### src/rtl/ccip_pipe_pkg.sv
// Shared limits and elaboration helpers for the CCI-P retiming/skid block.
package ccip_pipe_pkg;

  localparam int MAX_STAGES = 8;
  localparam int MIN_SLACK  = 1;

  // Occupancy at which almost-full must be raised so that AFU_SLACK late beats
  // plus everything still in the Tx pipeline fit in the skid FIFO.
  function automatic int calc_thresh(input int depth, input int slack, input int stages);
    return depth - slack - stages - 1;
  endfunction

  function automatic bit params_legal(input int depth, input int slack,
                                      input int rx_stages, input int tx_stages);
    params_legal = (rx_stages >= 1) && (rx_stages <= MAX_STAGES) &&
                   (tx_stages >= 1) && (tx_stages <= MAX_STAGES) &&
                   (slack >= MIN_SLACK) && (depth > 0) &&
                   ((depth & (depth - 1)) == 0) &&
                   (depth > slack + tx_stages + 1);
  endfunction

endpackage

### src/rtl/ccip_pipe_skid_fifo.sv
// Register-based skid FIFO with first-word-fall-through head and sticky overflow.
module ccip_pipe_skid_fifo #(
  parameter int W     = 64,
  parameter int DEPTH = 16,
  localparam int AW   = $clog2(DEPTH),
  localparam int CW   = AW + 1
) (
  input  logic          clk,
  input  logic          rst_n,
  input  logic          push,
  input  logic [W-1:0]  push_data,
  input  logic          pop,
  output logic [W-1:0]  head_data,
  output logic          empty,
  output logic          full,
  output logic [CW-1:0] count,
  output logic          overflow
);

  logic [W-1:0]  mem_q [DEPTH];
  logic [AW-1:0] wr_ptr_q, rd_ptr_q;
  logic [CW-1:0] count_q;
  logic          ovf_q;
  logic          do_pop, do_push;

  assign empty     = (count_q == '0);
  assign full      = (count_q == CW'(DEPTH));
  assign count     = count_q;
  assign overflow  = ovf_q;
  assign head_data = mem_q[rd_ptr_q];

  // A push into a full FIFO is still accepted when the head leaves this cycle.
  assign do_pop  = pop && !empty;
  assign do_push = push && (!full || do_pop);

  always_ff @(posedge clk or negedge rst_n) begin
    if (!rst_n) begin
      wr_ptr_q <= '0;
      rd_ptr_q <= '0;
      count_q  <= '0;
      ovf_q    <= 1'b0;
    end else begin
      if (do_push) wr_ptr_q <= wr_ptr_q + AW'(1);
      if (do_pop)  rd_ptr_q <= rd_ptr_q + AW'(1);
      case ({do_push, do_pop})
        2'b10:   count_q <= count_q + CW'(1);
        2'b01:   count_q <= count_q - CW'(1);
        default: count_q <= count_q;
      endcase
      if (push && !do_push) ovf_q <= 1'b1;
    end
  end

  always_ff @(posedge clk) begin
    if (do_push) mem_q[wr_ptr_q] <= push_data;
  end

endmodule

### src/rtl/ccip_pipe_skid.sv
// Parametrised CCI-P Rx/Tx retiming with a Tx skid FIFO for almost-full slack.
// Define CCIP_PIPE_SKID_STATS_EN to add FIFO high-water-mark and stall counters.
module ccip_pipe_skid
  import ccip_pipe_pkg::*;
#(
  parameter int RX_W       = 64,
  parameter int TX_W       = 64,
  parameter int RX_STAGES  = 2,
  parameter int TX_STAGES  = 2,
  parameter int SKID_DEPTH = 16,
  parameter int AFU_SLACK  = 8
) (
  input  logic            pClk,
  input  logic            pck_cp2af_softReset_n,
  input  logic            rx_in_valid,
  input  logic [RX_W-1:0] rx_in_data,
  output logic            rx_out_valid,
  output logic [RX_W-1:0] rx_out_data,
  input  logic            tx_in_valid,
  input  logic [TX_W-1:0] tx_in_data,
  output logic            tx_almFull_out,
  output logic            tx_out_valid,
  output logic [TX_W-1:0] tx_out_data,
  input  logic            tx_almFull_in,
  output logic            tx_overflow
`ifdef CCIP_PIPE_SKID_STATS_EN
  ,
  output logic [$clog2(SKID_DEPTH):0] stat_hwm,
  output logic [31:0]                 stat_stall_cycles
`endif
);

  localparam int CW     = $clog2(SKID_DEPTH) + 1;
  localparam int OW     = $clog2(SKID_DEPTH + MAX_STAGES + 1);
  localparam int THRESH = calc_thresh(SKID_DEPTH, AFU_SLACK, TX_STAGES);

  if (!params_legal(SKID_DEPTH, AFU_SLACK, RX_STAGES, TX_STAGES)) begin : g_param_err
    $fatal(1, "ccip_pipe_skid: illegal SKID_DEPTH/AFU_SLACK/stage parameters");
  end

  // Valid-only interfaces: a beat transfers on every cycle its valid is high;
  // flow control is the almost-full hint, never a ready.
  logic [RX_STAGES:0] rx_v;
  logic [RX_W-1:0]    rx_d [RX_STAGES+1];
  logic [TX_STAGES:0] tx_v;
  logic [TX_W-1:0]    tx_d [TX_STAGES+1];

  assign rx_v[0] = rx_in_valid;
  assign rx_d[0] = rx_in_data;
  assign tx_v[0] = tx_in_valid;
  assign tx_d[0] = tx_in_data;

  for (genvar s = 0; s < RX_STAGES; s++) begin : g_rx
    logic            v_q;
    logic [RX_W-1:0] d_q;
    always_ff @(posedge pClk or negedge pck_cp2af_softReset_n) begin
      if (!pck_cp2af_softReset_n) v_q <= 1'b0;
      else                        v_q <= rx_v[s];
    end
    always_ff @(posedge pClk) d_q <= rx_d[s];
    assign rx_v[s+1] = v_q;
    assign rx_d[s+1] = d_q;
  end

  for (genvar s = 0; s < TX_STAGES; s++) begin : g_tx
    logic            v_q;
    logic [TX_W-1:0] d_q;
    always_ff @(posedge pClk or negedge pck_cp2af_softReset_n) begin
      if (!pck_cp2af_softReset_n) v_q <= 1'b0;
      else                        v_q <= tx_v[s];
    end
    always_ff @(posedge pClk) d_q <= tx_d[s];
    assign tx_v[s+1] = v_q;
    assign tx_d[s+1] = d_q;
  end

  assign rx_out_valid = rx_v[RX_STAGES];
  assign rx_out_data  = rx_d[RX_STAGES];

  logic            alm_q;
  logic            out_valid_q;
  logic [TX_W-1:0] out_data_q;
  logic            alm_out_q;
  logic [TX_W-1:0] fifo_head;
  logic            fifo_empty, fifo_full, fifo_pop;
  logic [CW-1:0]   fifo_count;
  logic [OW-1:0]   occ;

  assign fifo_pop = !fifo_empty && !alm_q;

  ccip_pipe_skid_fifo #(
    .W     (TX_W),
    .DEPTH (SKID_DEPTH)
  ) u_fifo (
    .clk       (pClk),
    .rst_n     (pck_cp2af_softReset_n),
    .push      (tx_v[TX_STAGES]),
    .push_data (tx_d[TX_STAGES]),
    .pop       (fifo_pop),
    .head_data (fifo_head),
    .empty     (fifo_empty),
    .full      (fifo_full),
    .count     (fifo_count),
    .overflow  (tx_overflow)
  );

  // Beats still in the Tx pipeline are already committed, so they count too.
  always_comb begin
    occ = OW'(fifo_count) + OW'($countones(tx_v[TX_STAGES:1]));
  end

  always_ff @(posedge pClk or negedge pck_cp2af_softReset_n) begin
    if (!pck_cp2af_softReset_n) begin
      alm_q       <= 1'b1;
      out_valid_q <= 1'b0;
      alm_out_q   <= 1'b1;
    end else begin
      alm_q       <= tx_almFull_in;
      out_valid_q <= fifo_pop;
      alm_out_q   <= (occ >= OW'(THRESH));
    end
  end

  always_ff @(posedge pClk) begin
    if (fifo_pop) out_data_q <= fifo_head;
  end

  assign tx_out_valid   = out_valid_q;
  assign tx_out_data    = out_data_q;
  assign tx_almFull_out = alm_out_q;

`ifdef CCIP_PIPE_SKID_STATS_EN
  logic [CW-1:0] hwm_q;
  logic [31:0]   stall_q;

  always_ff @(posedge pClk or negedge pck_cp2af_softReset_n) begin
    if (!pck_cp2af_softReset_n) begin
      hwm_q   <= '0;
      stall_q <= '0;
    end else begin
      if (fifo_count > hwm_q) hwm_q <= fifo_count;
      if (!fifo_empty && alm_q && (stall_q != 32'hFFFF_FFFF)) stall_q <= stall_q + 32'd1;
    end
  end

  assign stat_hwm          = hwm_q;
  assign stat_stall_cycles = stall_q;
`else
  logic unused_full;
  assign unused_full = fifo_full;
`endif

endmodule

### config.mk
export PLATFORM = sky130hd
export DESIGN_NAME = ccip_pipe_skid
export DESIGN_NICKNAME = d
export VERILOG_FILES = /design/src/rtl/ccip_pipe_pkg.sv /design/src/rtl/ccip_pipe_skid_fifo.sv /design/src/rtl/ccip_pipe_skid.sv
export SDC_FILE = /design/constraint.sdc
export NUM_CORES = 1
export LEC_CHECK = 0
export CORE_UTILIZATION = 38
export CTS_CLUSTER_DIAMETER = 150
export CTS_CLUSTER_SIZE = 16
export DETAILED_ROUTE_END_ITERATION = 6
export SLEW_MARGIN = 30
export SYNTH_ARGS = -nofsm -noshare
export SYNTH_HDL_FRONTEND = slang
export SYNTH_HIERARCHICAL = 1
export SYNTH_SLANG_ARGS = --single-unit
### constraint.sdc
create_clock -name pClk -period 10.7 [get_ports pClk]
set_clock_uncertainty 0.2 [all_clocks]
set_input_delay 1.07 -clock pClk [delete_from_list [all_inputs] [get_ports pClk]]
set_output_delay 1.07 -clock pClk [all_outputs]
set_load 0.02 [all_outputs]
==> results of run 1 <==
==> registers in the layout, indices dropped and copies added, names as in the netlist <==
register         flops
alm_q                1
u_fifo/wr_ptr_q      4
u_fifo/rd_ptr_q      4
u_fifo/overflow      1
g_rx.v_q             1
u_fifo/mem_q      1024
g_tx.v_q             2
g_tx.d_q           128
tx_out_valid         1
rx_out_data         64
g_rx.d_q            64
tx_out_data         64
tx_almFull_out       1
rx_out_valid         1
u_fifo/count         5
==> metal layers <==
| layer | part of all wire (%) | global-route usage [%] | vias up |
|---|---|---|---|
| met2 | 50 | 27.08 | 601 |
| met4 | 1.8 | 3.913 | 0 |
| met5 | 0 | 0 | - |
| met1 | 43 | 21.38 | 11020 |
| met3 | 5.3 | 2.660 | 113 |
| li1 | - | - | 8855 |
==> per-stage QoR <==
step	power, mW	cell area (um^2)	instances	utilization [%]	hold WS, ns
floorplan	9.051	46360	2006	-	0.1096
global placement	10.27	51070	3826	42.40	0.1101
detailed placement	10.35	51120	3828	42.44	0.1121
CTS	13.81	53900	4004	44.75	0.1157
global route	14.22	54000	4007	44.83	0.1203
finish	13.60	54000	4007	44.83	0.1177
==> report_power, final <==
group          internal (mW)  leakage (nW)  total, mW  switching [mW]
registers               6.43          12.3       6.78           0.355
clock network           1.70          1.32       3.44            1.73
logic                   1.54          3.72       3.38            1.83
==> worst max-delay path: cells and delay by family (launching register included) <==
family,cells,cell delay [ns]
and+or+nand+nor,6,2.03
buffers and inverters,1,0.74
DFF,1,0.51
AOI/OAI and AO/OA,1,0.39
==> how the worst max path moves through the flow <==
| stage | from | end | slack, ns | cells past startpoint |
|---|---|---|---|---|
| floorplan | u_fifo/count[1] | u_fifo/mem_q[1][0] | 1.25 | 8 |
| global placement | u_fifo/count[1] | u_fifo/mem_q[5][39] | 5.98 | 8 |
| detailed placement | u_fifo/count[1] | u_fifo/mem_q[5][40] | 6.37 | 8 |
| CTS | u_fifo/count[1] | u_fifo/mem_q[5][22] | 6.35 | 8 |
| global route | u_fifo/count[2] | u_fifo/mem_q[13][9] | 6.16 | 8 |
| finish | u_fifo/count[1] | u_fifo/mem_q[13][9] | 6.41 | 8 |
==> layout make-up <==
type | count | area, um^2
clock buffer | 169 | 2676
clock inverter | 7 | 102.6
fill | 10170 | 66450
inverter | 8 | 30.03
multi-input combinational | 544 | 7782
sequential | 1365 | 38330
tap | 1612 | 2017
timing repair buffer | 302 | 3055
==> reports/qor.yml, run 1 <==
cts:
  clk_latency_ns: 0.69
  post_cts_buffers: 0
  cts_hold_buf: 0
  clock-sinks: 1365
  htreeDepth: 3
  cts_buffers: 95
  cts_tree: "yes"
  cts-root-buf: "clkbuf_16"
  cts_resized: 0
  clk_pin_slew_worst_paths_ns: 0.07
  cts_buffer_depth: 3
final_layout:
  layout_commonest_cell: "edfxtp_1"
  area_delta_synth_final_pct: 16.46
  drive_gt1_share_pct: 18.00
  antenna_cells: 0
  final_cell_mix: "1088 x edfxtp_1, 263 x clkdlybuf4s50_1, 256 x dfxtp_1, 256 x mux4_2, 128 x a22oi_1"
  nets: 2460
routing:
  drt_iter0_markers: 1653
  wl_um: 97860
  vias: 20580
  avgViaCountPerCell: 5.137
  drc: 0
  wl_per_cell_um: 24.42
  ant_nets: 0
  drt_pass1_iterations: 6
timing:
  timing.fmax_mhz: 232.9
  finalCriticalPeriod_ns: 4.293
  drv_slew: 0
  tightestPinTransition_ns: 0.9973
  setup_ws_ns: 6.407
  slew_headroom_pct: 33.37
  setup_viol: 0
  fin_crit_sh_pct: 40.12
  finalSetupTns_ns: 0
  rsz0062_at_grt: "false"
  hold_viol: 0
grt:
  overflow: 0
  grt_pass1_wl_um: 145000
  grt_pass1_vias: 22200
  grt_max_degree: 148
  antenna_found_initial: 3
  grt.total_usage_pct: 15.95
logic_synthesis:
  synthCells: 2006
  avgSynthCellArea_um2: 23.11
  synth_fp_nets: 2150
  syn-cell-area_um2: 46360
  ys_warn_count: 6
setup_path:
  cp_cell_sequence: "or4_4, nor2_1, nor2_4, nor2b_1, a21oi_1, nand2_1, nor2_4, buf_4"
  path_class: "flip-flop to flip-flop"
  reg2reg_slack_ns: 6.41
  start_kind: "flip-flop"
  crit_fanout: 41
  crit_arrival_ns: 4.40
  end_kind: "flip-flop"
  reg2reg_from: "u_fifo/count[1]"
  cp_slowest_cell: "nor2_4"
  worstRegToRegCells: 8
  crit_top_cell: "nor2_4"
  r2r_end: "u_fifo/mem_q[13][9]"
  slowest_delay_ns: 0.78
  worstPathRequired_ns: 10.81
pwr:
  leakage_nw: 17.32
  power.density_nw_per_um2: 251.9
  vdd_drop_max_mv: 0.1829
floorplan:
  die-area_um2: 123400
  num_rows: 127
  initial_utilization_pct: 38.49
  die-width_um: 351.3
  io_pins: 265
  core_um2: 120400
  chipHeight_um: 351.3
hold_path:
  holdPathStages: 0
  hp-start: "g_rx[0].d_q[42]"
  holdPathEnd: "rx_out_data[42]"
  hp-class: "flip-flop to flip-flop"
placed_design:
  place_congestion: 0.7594
  pre_cts_slack_ns: 6.365
  port_buffers: 264
  post-dp-hpwl_um: 52180
flow_run:
  cap_viol_max_count: 0
outcome:
  status: "finished clean"
(Power assumes the default switching activity.)
==> run 2: changes to the inputs <==
clock period = 3.8 ns   (was 10.7 ns; I/O delays follow)
==> run 2 against run 1 <==
Against the previous run:
- fmax up 20%
- core utilization up 1.6 points
- worst hold slack gained 0.0090 ns
- wire length is 1.6% higher
- sequential share of layout area shrank 2.5 points
- sequential power grew to 2.8 times the previous value
- first-iteration DRC count grew 7.7%
- largest cell class unchanged
- largest power group unchanged
==> reports/qor.yml, run 2 (synthesized netlist as in run 1, its figures left out) <==
final_layout:
  fin_area_um2: 55970  # +3.7%
  final_cell_mix: "1088 x edfxtp_1, 264 x clkdlybuf4s50_1, 256 x dfxtp_1, 256 x mux4_2, 132 x dlygate4sd3_1"
  antenna_cells: 0  # unchanged
  multi_input_area_um2: 7880  # +1.3%
  area_delta_synth_final_pct: 20.72
  layout_commonest_cell: "edfxtp_1"
  drive_gt1_share_pct: 18.05  # +0.058 points
  fin_util_pct: 46.47  # +1.6 points
  nets: 2615  # +6.3%
  seqCellArea_um2: 38330  # unchanged
  fillers: 9970  # -2.0%
  reg_top3: "u_fifo/mem_q: 1024 flops, g_tx.d_q: 128 flops"
  top_register: "u_fifo/mem_q"
  largest_register_ffs: 1024  # unchanged
setup_path:
  start_kind: "flip-flop"
  crit_fanout: 36  # -12%
  worstPathRequired_ns: 4.20  # -6.61 ns
  path_class: "flip-flop to flip-flop"
  cp_slowest_cell: "dfrtp_1"
  end_kind: "flip-flop"
  crit_top_cell: "nor2_4"
  crit_arrival_ns: 3.98  # -0.42 ns
  slowest_delay_ns: 0.49  # -0.29 ns
  cp_cell_sequence: "or4_4, nor2_4, nor2_4, buf_4, nand2_1, or2_2, fa_1, nand2b_1, a2111o_1, o31a_2, o211ai_1"
placed_design:
  pre_cts_slack_ns: 0.2560  # -6.109 ns
  port_buffers: 264  # unchanged
  place_congestion: 0.7433  # -2.1%
  post-dp-hpwl_um: 52990  # +1.6%
  place_area_um2: 51870  # +1.5%
cts:
  cts_hold_buf: 132  # +132
  cts_resized: 0  # unchanged
  htreeDepth: 3  # unchanged
  clock-sinks: 1365  # unchanged
  cts_buffers: 95  # unchanged
  cts_buffer_depth: 3  # unchanged
  cts_tree: "yes"
  clk_pin_slew_worst_paths_ns: 0.08  # about the same
  cts-root-buf: "clkbuf_16"
  post_cts_buffers: 0  # unchanged
  clk_latency_ns: 0.69  # about the same
timing:
  finalCriticalPeriod_ns: 3.575  # -0.7173 ns
  tightestPinTransition_ns: 0.8774  # -0.1199 ns
  slew_headroom_pct: 41.37  # +8.0 points
  drv_slew: 0  # unchanged
  setup_ws_ns: 0.2245  # -6.183 ns
  rsz0062_at_grt: "false"
  fin_crit_sh_pct: 94.09  # +54 points
  timing.fmax_mhz: 279.7  # +20%
  hold_viol: 0  # unchanged
  setup_viol: 0  # unchanged
pwr:
  power.density_nw_per_um2: 694.3  # +180%
  p_total_mw: 38.86  # +190%
  leakage_nw: 18.13  # +4.7%
  vdd_drop_max_mv: 0.6260  # +240%
floorplan:
  num_rows: 127  # unchanged
  die-area_um2: 123400  # unchanged
  core_um2: 120400  # unchanged
  die-width_um: 351.3  # unchanged
  io_pins: 265  # unchanged
  chipHeight_um: 351.3  # unchanged
  initial_utilization_pct: 38.49  # unchanged
routing:
  drt_iter0_markers: 1781  # +7.7%
  avgViaCountPerCell: 5.086  # -0.99%
  vias: 21160  # +2.8%
  ant_nets: 0  # unchanged
  wl_um: 99450  # +1.6%
  wl_per_cell_um: 23.91  # -2.1%
  drc: 0  # unchanged
  drt_pass1_iterations: 5  # -1
outcome:
  status: "finished clean"
grt:
  grt_pass1_wl_um: 147900  # +2.0%
  grt_max_degree: 65  # -56%
  grt.total_usage_pct: 16.31  # +0.36 points
  overflow: 0  # unchanged
  antenna_found_initial: 1  # -2
  grt_pass1_vias: 22850  # +2.9%
flow_run:
  cap_viol_max_count: 0  # unchanged
hold_path:
  hp-class: "flip-flop to flip-flop"
-- run 2: cell count changes in the layout (fill, tap and decap cells not counted), moves of 4 or more --
cell           change
nor3_4             +4
buf_12            +27
dlygate4sd3_1    +132
buf_6              -4
nor3_2             -4
-- run 2: layer usage --
layer / global-route usage (%) / share of wire [%] / wire length (um)
met1: 21.48 / 42 / 42110
met2: 28.16 / 51 / 50550
met4: 3.744 / 1.9 / 1877
met5: 0 / 0 / 0
met3: 2.818 / 4.9 / 4921
-- run 2: per-stage QoR --
stage	TNS (ns)	std cells	hold slack, ns
5_1_grt	0	4160	0.1317
3_3_place_gp	0	3847	0.1103
6_report	0	4160	0.1268
4_1_cts	0	4160	0.1283
2_1_floorplan	-311.84	2006	-0.1156
3_5_place_dp	0	3854	0.1121
-- run 2: cell type report --
type	instances	area share [%]
inverters	8	0.05365
clock inverters	7	0.1900
multi-input cells	544	14.08
well taps	1612	3.604
clock buffers	167	4.768
flip-flops and latches	1365	68.48
repair buffers	457	8.821
-- run 2: path summary, 6_finish.rpt --
path / from / to / slack, ns / cells past startpoint
min in group asynchronous: pck_cp2af_softReset_n / g_tx[0].v_q / 0.50 / 2
max in group asynchronous: pck_cp2af_softReset_n / u_fifo/rd_ptr_q[0] / 2.25 / 3
setup reg to reg: u_fifo/count[1] / u_fifo/count[4] / 0.22 / 11
hold / removal: g_rx[0].d_q[6] / rx_out_data[6] / 0.13 / 0
setup / recovery: u_fifo/count[1] / u_fifo/count[4] / 0.22 / 11
hold reg to reg: g_rx[0].d_q[6] / rx_out_data[6] / 0.13 / 0
-- run 2: critical path, delay by kind of cell, from the launching register on --
kind | cells | cell delay (ns)
compound gates | 3 | 0.72
fa+ha+maj | 1 | 0.40
buf+inv | 1 | 0.44
flops | 1 | 0.49
simple gates | 6 | 1.22
-- run 2: power breakdown --
group / switching, mW / total, mW / internal [mW]
Sequential: 0.985 / 19.1 / 18.1
Clock: 4.86 / 9.65 / 4.79
Combinational: 5.35 / 10.1 / 4.79
Total: 11.2 / 38.9 / 27.7
